--- config.mk ---
export PLATFORM = sky130hd
export DESIGN_NAME = seq_divider
export DESIGN_NICKNAME = d
export VERILOG_FILES = /design/src/rtl/seq_divider.sv
export SDC_FILE = /design/constraint.sdc
export NUM_CORES = 1
export LEC_CHECK = 0
export CAP_MARGIN = 20
export CELL_PAD_IN_SITES_DETAIL_PLACEMENT = 2
export CELL_PAD_IN_SITES_GLOBAL_PLACEMENT = 2
export CORE_MARGIN = 2
export CORE_UTILIZATION = 34
export CTS_CLUSTER_SIZE = 10
export DETAILED_ROUTE_END_ITERATION = 8
export PLACE_DENSITY_LB_ADDON = 0.1
export SYNTH_ARGS = -nofsm -noshare
export SYNTH_HDL_FRONTEND = slang
export SYNTH_SLANG_ARGS = --single-unit
--- constraint.sdc ---
create_clock -name clk -period 5.3 [get_ports clk]
set_input_delay 1.06 -clock clk [delete_from_list [all_inputs] [get_ports clk]]
set_output_delay 1.06 -clock clk [all_outputs]
set_load 0.02 [all_outputs]
--- src/rtl/seq_divider.sv ---
// rtl/seq_divider.sv - iterative radix-2 restoring divider, start/ready handshake, {remainder, quotient} result
module seq_divider #(
   parameter int WIDTH = 32
) (
   input  logic               clk,
   input  logic               resetn,
   input  logic               signed_div_i,
   input  logic [WIDTH-1:0]   opdata1_i,
   input  logic [WIDTH-1:0]   opdata2_i,
   input  logic               start_i,
   input  logic               annul_i,
   output logic [2*WIDTH-1:0] result_o,
   output logic               ready_o
);

   localparam int CW = $clog2(WIDTH + 1);
   localparam logic [CW-1:0] LAST_ITER = CW'(WIDTH - 1);

   localparam logic [1:0] S_IDLE    = 2'd0;
   localparam logic [1:0] S_BUSY    = 2'd1;
   localparam logic [1:0] S_DIVZERO = 2'd2;
   localparam logic [1:0] S_DONE    = 2'd3;

   logic [1:0]         r_state;
   logic [WIDTH-1:0]   r_dividend;
   logic [WIDTH-1:0]   r_divisor;
   logic [WIDTH-1:0]   r_rem;
   logic [CW-1:0]      r_cnt;
   logic               r_q_neg;
   logic               r_r_neg;
   logic [2*WIDTH-1:0] r_result;
   logic               r_ready;

   logic               w_a_neg;
   logic               w_b_neg;
   logic [WIDTH-1:0]   w_a_abs;
   logic [WIDTH-1:0]   w_b_abs;
   logic [WIDTH:0]     w_shift;
   logic               w_ge;
   logic [WIDTH-1:0]   w_rem_next;
   logic [WIDTH-1:0]   w_quot_next;
   logic [WIDTH-1:0]   w_rem_fin;
   logic [WIDTH-1:0]   w_quot_fin;

   assign w_a_neg = signed_div_i & opdata1_i[WIDTH-1];
   assign w_b_neg = signed_div_i & opdata2_i[WIDTH-1];
   assign w_a_abs = w_a_neg ? (~opdata1_i + 1'b1) : opdata1_i;
   assign w_b_abs = w_b_neg ? (~opdata2_i + 1'b1) : opdata2_i;

   // Quotient bits shift into the dividend register's vacated LSBs, so it ends up holding the quotient.
   assign w_shift     = {r_rem, r_dividend[WIDTH-1]};
   assign w_ge        = (w_shift >= {1'b0, r_divisor});
   assign w_rem_next  = w_ge ? (w_shift[WIDTH-1:0] - r_divisor) : w_shift[WIDTH-1:0];
   assign w_quot_next = {r_dividend[WIDTH-2:0], w_ge};
   assign w_rem_fin   = r_r_neg ? (~w_rem_next + 1'b1) : w_rem_next;
   assign w_quot_fin  = r_q_neg ? (~w_quot_next + 1'b1) : w_quot_next;

   always_ff @(posedge clk or negedge resetn) begin
      if (!resetn) begin
         r_state    <= S_IDLE;
         r_dividend <= '0;
         r_divisor  <= '0;
         r_rem      <= '0;
         r_cnt      <= '0;
         r_q_neg    <= 1'b0;
         r_r_neg    <= 1'b0;
         r_result   <= '0;
         r_ready    <= 1'b0;
      end else begin
         r_ready <= 1'b0;
         case (r_state)
            S_IDLE: begin
               if (start_i && !annul_i) begin
                  if (opdata2_i == '0) begin
                     r_dividend <= opdata1_i;
                     r_state    <= S_DIVZERO;
                  end else begin
                     r_dividend <= w_a_abs;
                     r_divisor  <= w_b_abs;
                     r_q_neg    <= w_a_neg ^ w_b_neg;
                     r_r_neg    <= w_a_neg;
                     r_rem      <= '0;
                     r_cnt      <= '0;
                     r_state    <= S_BUSY;
                  end
               end
            end
            S_BUSY: begin
               if (annul_i || !start_i) begin
                  r_state <= S_IDLE;
               end else begin
                  r_rem      <= w_rem_next;
                  r_dividend <= w_quot_next;
                  r_cnt      <= r_cnt + CW'(1);
                  if (r_cnt == LAST_ITER) begin
                     r_result <= {w_rem_fin, w_quot_fin};
                     r_ready  <= 1'b1;
                     r_state  <= S_DONE;
                  end
               end
            end
            S_DIVZERO: begin
               if (annul_i || !start_i) begin
                  r_state <= S_IDLE;
               end else begin
                  r_result <= {r_dividend, {WIDTH{1'b1}}};
                  r_ready  <= 1'b1;
                  r_state  <= S_DONE;
               end
            end
            default: begin
               r_state <= S_IDLE;
            end
         endcase
      end
   end

   assign result_o = r_result;
   assign ready_o  = r_ready;

endmodule

# [Yosys cells after proc, flatten, opt, wreduce, memory -nomap -nowiden]
# Index checks and enable logic that the tools add are counted.
[word_totals] ff_bits=171 input_bits=69 out_inout_bits=65 elab_cells=77
[classes] addsub=6 order_cmp=1 n_eq_ne=9 n_mux=31 n_bitwise=8 n_reduce_logical=13
[ops] operator="$mux W32" count=11
[ops] operator="$mux W64" count=3
[ops] operator="$add A32 B1 Y32 const B" count=4
[ops] operator="$not A32 Y32" count=4
[ops] operator="$pmux W32 S2" count=2
[ops] operator="$pmux W64 S2" count=1
[ops] operator="$ge A33 B32 Y1" count=1
[ops] operator="$logic_not A32 Y1" count=1
[ops] operator="$sub A32 B32 Y32" count=1
[ops] operator="$mux W6" count=3
[ops] operator="$pmux W6 S2" count=1
[ops] operator="$mux W2" count=5
[ops] operator="$ne A2 B2 Y1 const B" count=5
[ops] operator="$reduce_and A4 Y1" count=2
[ops] operator="$add A6 B1 Y6 const B" count=1
[ops] operator="$eq A6 B5 Y1 const B" count=1
[ops] operator="$pmux W2 S3" count=1
[ops] operator="$reduce_and A3 Y1" count=2
[ops] operator="$reduce_bool A2 Y1" count=2
[ops] operator="$mux W1" count=3
[ops] operator="$ne A3 B3 Y1 const B" count=1
[ops] operator="$and A1 B1 Y1" count=2
[ops] operator="$eq A2 B1 Y1 const B" count=1
[ops] operator="$eq A2 B2 Y1 const B" count=1
[ops] operator="8 further kinds" count=9

# [Depth between registers and ports, before layout]
[logic_depth] depth_word=8 depth_mapped=24

# [Worst setup path after synthesis]
# OpenSTA, ideal clock, no wires.
[synth_path] kind="register -> register" from="reg r_rem[5]" to="reg r_result[30], in the netlist result_o[30]" setup_time_ps=137 arrival_time_ps=4403 t_required_ps=5163 slack_ps=760 path_stages_with_launch=21 n_path_buf=4 period_less_slack_ps=4540 path_cell_list="dfrtp_1 > ha_1 > clkbuf_1 > a21oi_1 > o21ai_1 > a22oi_2 > a31oi_4 > or3_1 > buf_6 > inv_4 > buf_2 > buf_1 > ha_1 > nand2b_1 > nand2b_1 > nand2b_1 > or4_1 > nand2b_1 > o21ai_0 > xor2_1 > a21oi_1"
[synth_between] elab_chain_cells=7
[synth_rtl] item="start, declared" line="27" text="logic [WIDTH-1:0] r_rem;"
[synth_rtl] item="start signal, assigned" line="92" text="r_rem <= w_rem_next;"
[synth_rtl] item="$ge A33 B32 Y1" line="52" text="assign w_ge = (w_shift >= {1'b0, r_divisor});"
[synth_rtl] item="$not A32 Y32" line="56" text="assign w_quot_fin = r_q_neg ? (~w_quot_next + 1'b1) : w_quot_next;"
[synth_rtl] item="$add A32 B1 Y32" line="56"
[synth_rtl] item="$mux W32" line="56"
[synth_rtl] item="$mux W64" line="95" text="if (r_cnt == LAST_ITER) begin"
[synth_rtl] item="$mux W64" line="89" text="if (annul_i || !start_i) begin"
[synth_rtl] item="$pmux W64 S2" line="71" text="case (r_state)"
[synth_rtl] item="end signal, assigned" line="96" text="r_result <= {w_rem_fin, w_quot_fin};"
[synth_rtl] item="end signal, assigned" line="106" text="r_result <= {r_dividend, {WIDTH{1'b1}}};"
[synth_rtl] item="end, declared" line="31" text="logic [2*WIDTH-1:0] r_result;"
# Every way passes these cells. The select of a mux whose other input is x is not followed.
# A chain may end at the register's enable or synchronous reset.

# [Worst setup path in the final report]
[layout_path] from="reg r_divisor[20]" to="reg r_result[28], in the netlist result_o[28]"
[layout_between] elab_chain_cells=7
[layout_rtl] item="start, declared" line="26" text="logic [WIDTH-1:0] r_divisor;"
[layout_rtl] item="start signal, assigned" line="79" text="r_divisor <= w_b_abs;"
[layout_rtl] item="$ge A33 B32 Y1" line="52"
[layout_rtl] item="$not A32 Y32" line="56"
[layout_rtl] item="$add A32 B1 Y32" line="56"
[layout_rtl] item="$mux W32" line="56"
[layout_rtl] item="$mux W64" line="95"
[layout_rtl] item="$mux W64" line="89"
[layout_rtl] item="$pmux W64 S2" line="71"
# Every way passes these cells. The select of a mux whose other input is x is not followed.

==> reports/qor.yml <==
clk_transition_reported_paths_ns: 0.07
maxCapViolCount: 0
rows: 69
cp.arrival_ns: 5.19
ctsHtreeMaxLevel: 4
routed_wl_mm: 48.0
grt_pass1_vias: 12800
synthCells: 1555
crit_top_cell: "nand2b_1"
max_stage_delay_ns: 0.59
setup_viol: 0
timing.rr.start: "r_divisor[20]$_DFFE_PN0P_"
avgSynthCellArea_um2: 7.91
ys_ff_latch: 171
finalSetupTns_ns: 0
cts-resized-gates: 0
hold_start: "result_o[40]$_DFFE_PN0P_"
numPortBuffers: 133
syn2layout_area_growth_pct: 19.2
final_util_pct: 41.3
swShare_pct: 49.3
synth-edff-count: 0
rsz0062_at_grt: "no"
finalHoldViolCount: 0
fmax_mhz: 205
rrSetupSlack_ns: 0.43
drive_above_1_share_pct: 5.44
holdCritPathClass: "flip-flop to flip-flop"
combPwrFrac_pct: 52.9
hold_buffers: 0
status: "finished clean"
async_flop_share_pct: 100
detail_route.wl_per_cell_um: 22.7
intPower_mw: 3.98
cp_top_family: "simple AND/OR/NAND/NOR gates"
die_h_um: 194
yosys_warnings: 0
nNetsFinal: 1752
holdPathEnd: "result_o[40]$_DFFE_PN0P_"
via_count: 12100
antenna_cells: 0
grt_max_degree: 92
initial_core_util_pct: 34.6
report.final.slew_viol_count: 0
clock_sinks: 171
p_leak_nw: 6.04
ff2ff_path_depth: 17
grt_pass1_wl_mm: 74.9
min_delay_path_depth: 2
dieArea_mm2: 0.0377
ys.flop_type: "dfrtp_1"
fin_ws_ns: 0.427
dp_slack_ns: 0.470
drt_first_pass_iters: 5
end_kind: "flip-flop"
critPathRequiredTime_ns: 5.62
cts_made_buffers: 17
fp.dieW_um: 194
irDropWorstVdd_v: 0.000275
critPathLaunchType: "flip-flop"
worstSetupPathType: "flip-flop to flip-flop"
yosysSeqAreaShare_pct: 34.8
totalPowerFinal_mw: 7.87
remaining_drc_errors: 0
post-route-period-util_pct: 91.9
gp_congestion: 0.814
grt_overflow: 0
grt_usage_pct: 25.5
finalCriticalPeriod_ns: 4.87
fin_skew_ns: 0.0193
relSlewSlack_pct: 37.5
p_switching_mw: 3.88
worst_slew_pin_slew_ns: 0.937
antenna_found_initial: 0
seqPwrFrac_pct: 30.6
syn-num-nets: 1666
detail-route-antenna-nets: 0
placed_area_mm2: 0.0141
crit_fanout: 7
cpMaxStageDelayCell: "or3_2"
cts_tree: "yes"
io_pins: 134
clkLatencyLatePin_ns: 0.46
vias_per_cell: 5.71
clockBufferDepth: 2
clkPwrFrac_pct: 16.5
path_buf_inv: 2
power.density_mw_per_mm2: 536
cts_setup_buffers: 0
fin_area_mm2: 0.0147
dp_hpwl_mm: 36.5
cts-root-buf: "clkbuf_16"
core_area_mm2: 0.0356
drtIter0Drc: 580
crit_chain: "inv_1, ha_1, a21oi_1, o21ai_0, a211o_1, and2_1, or3_2, inv_4, ha_1, nand2b_1, nand2b_1, nand2b_1, or4_1, nand2b_1, o21ai_0, xor2_1, a21oi_1"
r2r_end: "result_o[28]$_DFFE_PN0P_"
syn_area_mm2: 0.0123
ys_types: 74
-- cells in the mapped netlist (7+ instances only) --
master / count / area [µm²]
a211oi_1: 13 / 97.6
a21o_1: 10 / 75.1
a21oi_1: 155 / 776
a22o_1: 7 / 61.3
a31o_2: 7 / 61.3
a31oi_1: 19 / 119
a41oi_1: 7 / 61.3
and2_1: 11 / 68.8
buf_1: 9 / 33.8
clkbuf_1: 78 / 293
dfrtp_1: 171 / 4280
ha_1: 41 / 513
inv_1: 58 / 218
mux2i_1: 25 / 250
nand2_1: 206 / 773
nand2b_1: 18 / 113
nand3_1: 31 / 155
nand4_1: 11 / 68.8
nor2_1: 143 / 537
nor3_1: 36 / 180
nor4_1: 15 / 93.8
o21a_1: 11 / 82.6
o21ai_0: 173 / 866
o21ai_1: 12 / 60.1
o31ai_1: 24 / 180
o41ai_1: 12 / 105
or3_1: 13 / 81.3
or4_1: 15 / 113
xnor2_1: 57 / 499
xor2_1: 80 / 701
-- worst register-to-register path: stages, from the launching register on --
cell,delay (ns)
dfrtp_1,0.36
inv_1,0.13
ha_1,0.31
a21oi_1,0.37
o21ai_0,0.24
a211o_1,0.37
and2_1,0.17
or3_2,0.59
inv_4,0.12
ha_1,0.17
nand2b_1,0.14
nand2b_1,0.22
nand2b_1,0.27
or4_1,0.55
nand2b_1,0.19
o21ai_0,0.23
xor2_1,0.20
a21oi_1,0.09
-- metal layers --
layer | routed length [µm] | part of all wire (%) | global-route usage, %
met2 | 23000 | 48 | 42.5
met5 | 0 | 0 | 0
met4 | 781 | 1.6 | 6.45
met1 | 22900 | 48 | 35.0
met3 | 1360 | 2.8 | 3.13
-- power groups by stage --
| stage | clock (mW) | combinational (mW) | sequential (mW) |
|---|---|---|---|
| after detailed placement | 0 | 4.12 | 2.42 |
| after floorplan | 0 | 2.53 | 2.28 |
| after global routing | 1.36 | 4.59 | 2.46 |
| after CTS | 1.32 | 4.17 | 2.39 |
| after global placement | 0 | 3.98 | 2.39 |
| final | 1.30 | 4.16 | 2.41 |
-- state kept, by name, indices dropped and copies added (netlist names) --
register and count:
r_rem 32, r_divisor 32, r_r_neg 1, ready_o 1, r_cnt 6, result_o 64
r_q_neg 1, r_dividend 32, r_state 2
-- logic make-up (layout without fill, tap and decap cells) --
family | count (synthesis) | count (layout) | synth area share, %
and+or+nand+nor | 526 | 526 | 19.6
AOI/OAI and AO/OA | 496 | 496 | 24.3
DFF | 171 | 171 | 34.8
buffers and inverters | 154 | 253 | 4.87
xor gates and xnor gates | 137 | 137 | 9.75
adders and majority gates | 42 | 42 | 4.33
muxes | 29 | 29 | 2.40
-- placed cells by master (no fill, tap or decap), types with 5 or more instances in the layout --
cell             instances
a41oi_1                  7
and2_1                  10
a31oi_1                 19
o21ai_1                 12
nand3_1                 31
nor2_1                 142
nor4_1                  15
a31o_2                   7
a22o_1                   7
inv_1                   58
a211o_1                  5
o21a_1                  11
xnor2_1                 57
a211oi_1                13
nand2_1                206
mux2i_1                 25
or4_1                   15
o211ai_1                 6
dfrtp_1                171
buf_4                   26
o21ai_0                172
ha_1                    40
nor3_1                  36
a21o_1                  10
xor2_1                  80
clkdlybuf4s50_1        132
and3_1                   6
nor3b_1                  5
o41ai_1                 12
a21oi_1                155
or3_1                   12
nand4_1                 11
o31ai_1                 24
nand2b_1                18
clkbuf_16               17
-- through the flow --
step / hold WS [ns] / cells
5_1_grt: 0.535 / 2115
4_1_cts: 0.494 / 2114
3_3_place_gp: 0.465 / 2081
3_5_place_dp: 0.478 / 2082
6_report: 0.486 / 2115
2_1_floorplan: 0.450 / 1555
-- worst max-delay path by stage --
stage,start,end,cells after the start
detailed placement,opdata2_i[15],r_dividend[18]$_DFFE_PN0P_,12
floorplan,r_rem[5]$_DFFE_PN0P_,result_o[30]$_DFFE_PN0P_,20
global route,r_divisor[20]$_DFFE_PN0P_,result_o[28]$_DFFE_PN0P_,17
finish,r_divisor[20]$_DFFE_PN0P_,result_o[28]$_DFFE_PN0P_,17
CTS,r_rem[19]$_DFFE_PN0P_,result_o[28]$_DFFE_PN0P_,16
global placement,opdata2_i[7],r_dividend[17]$_DFFE_PN0P_,13
-- final cells by class --
cell class,count,area [µm²]
repair buffers,162,1570
flip-flops and latches,171,4280
well taps,461,577
clock buffers,18,439
inverters,59,224
fillers,4093,20900
multi-input cells,1230,7450
clock inverters,14,136
No activity file was read; power rests on OpenSTA's default activity.
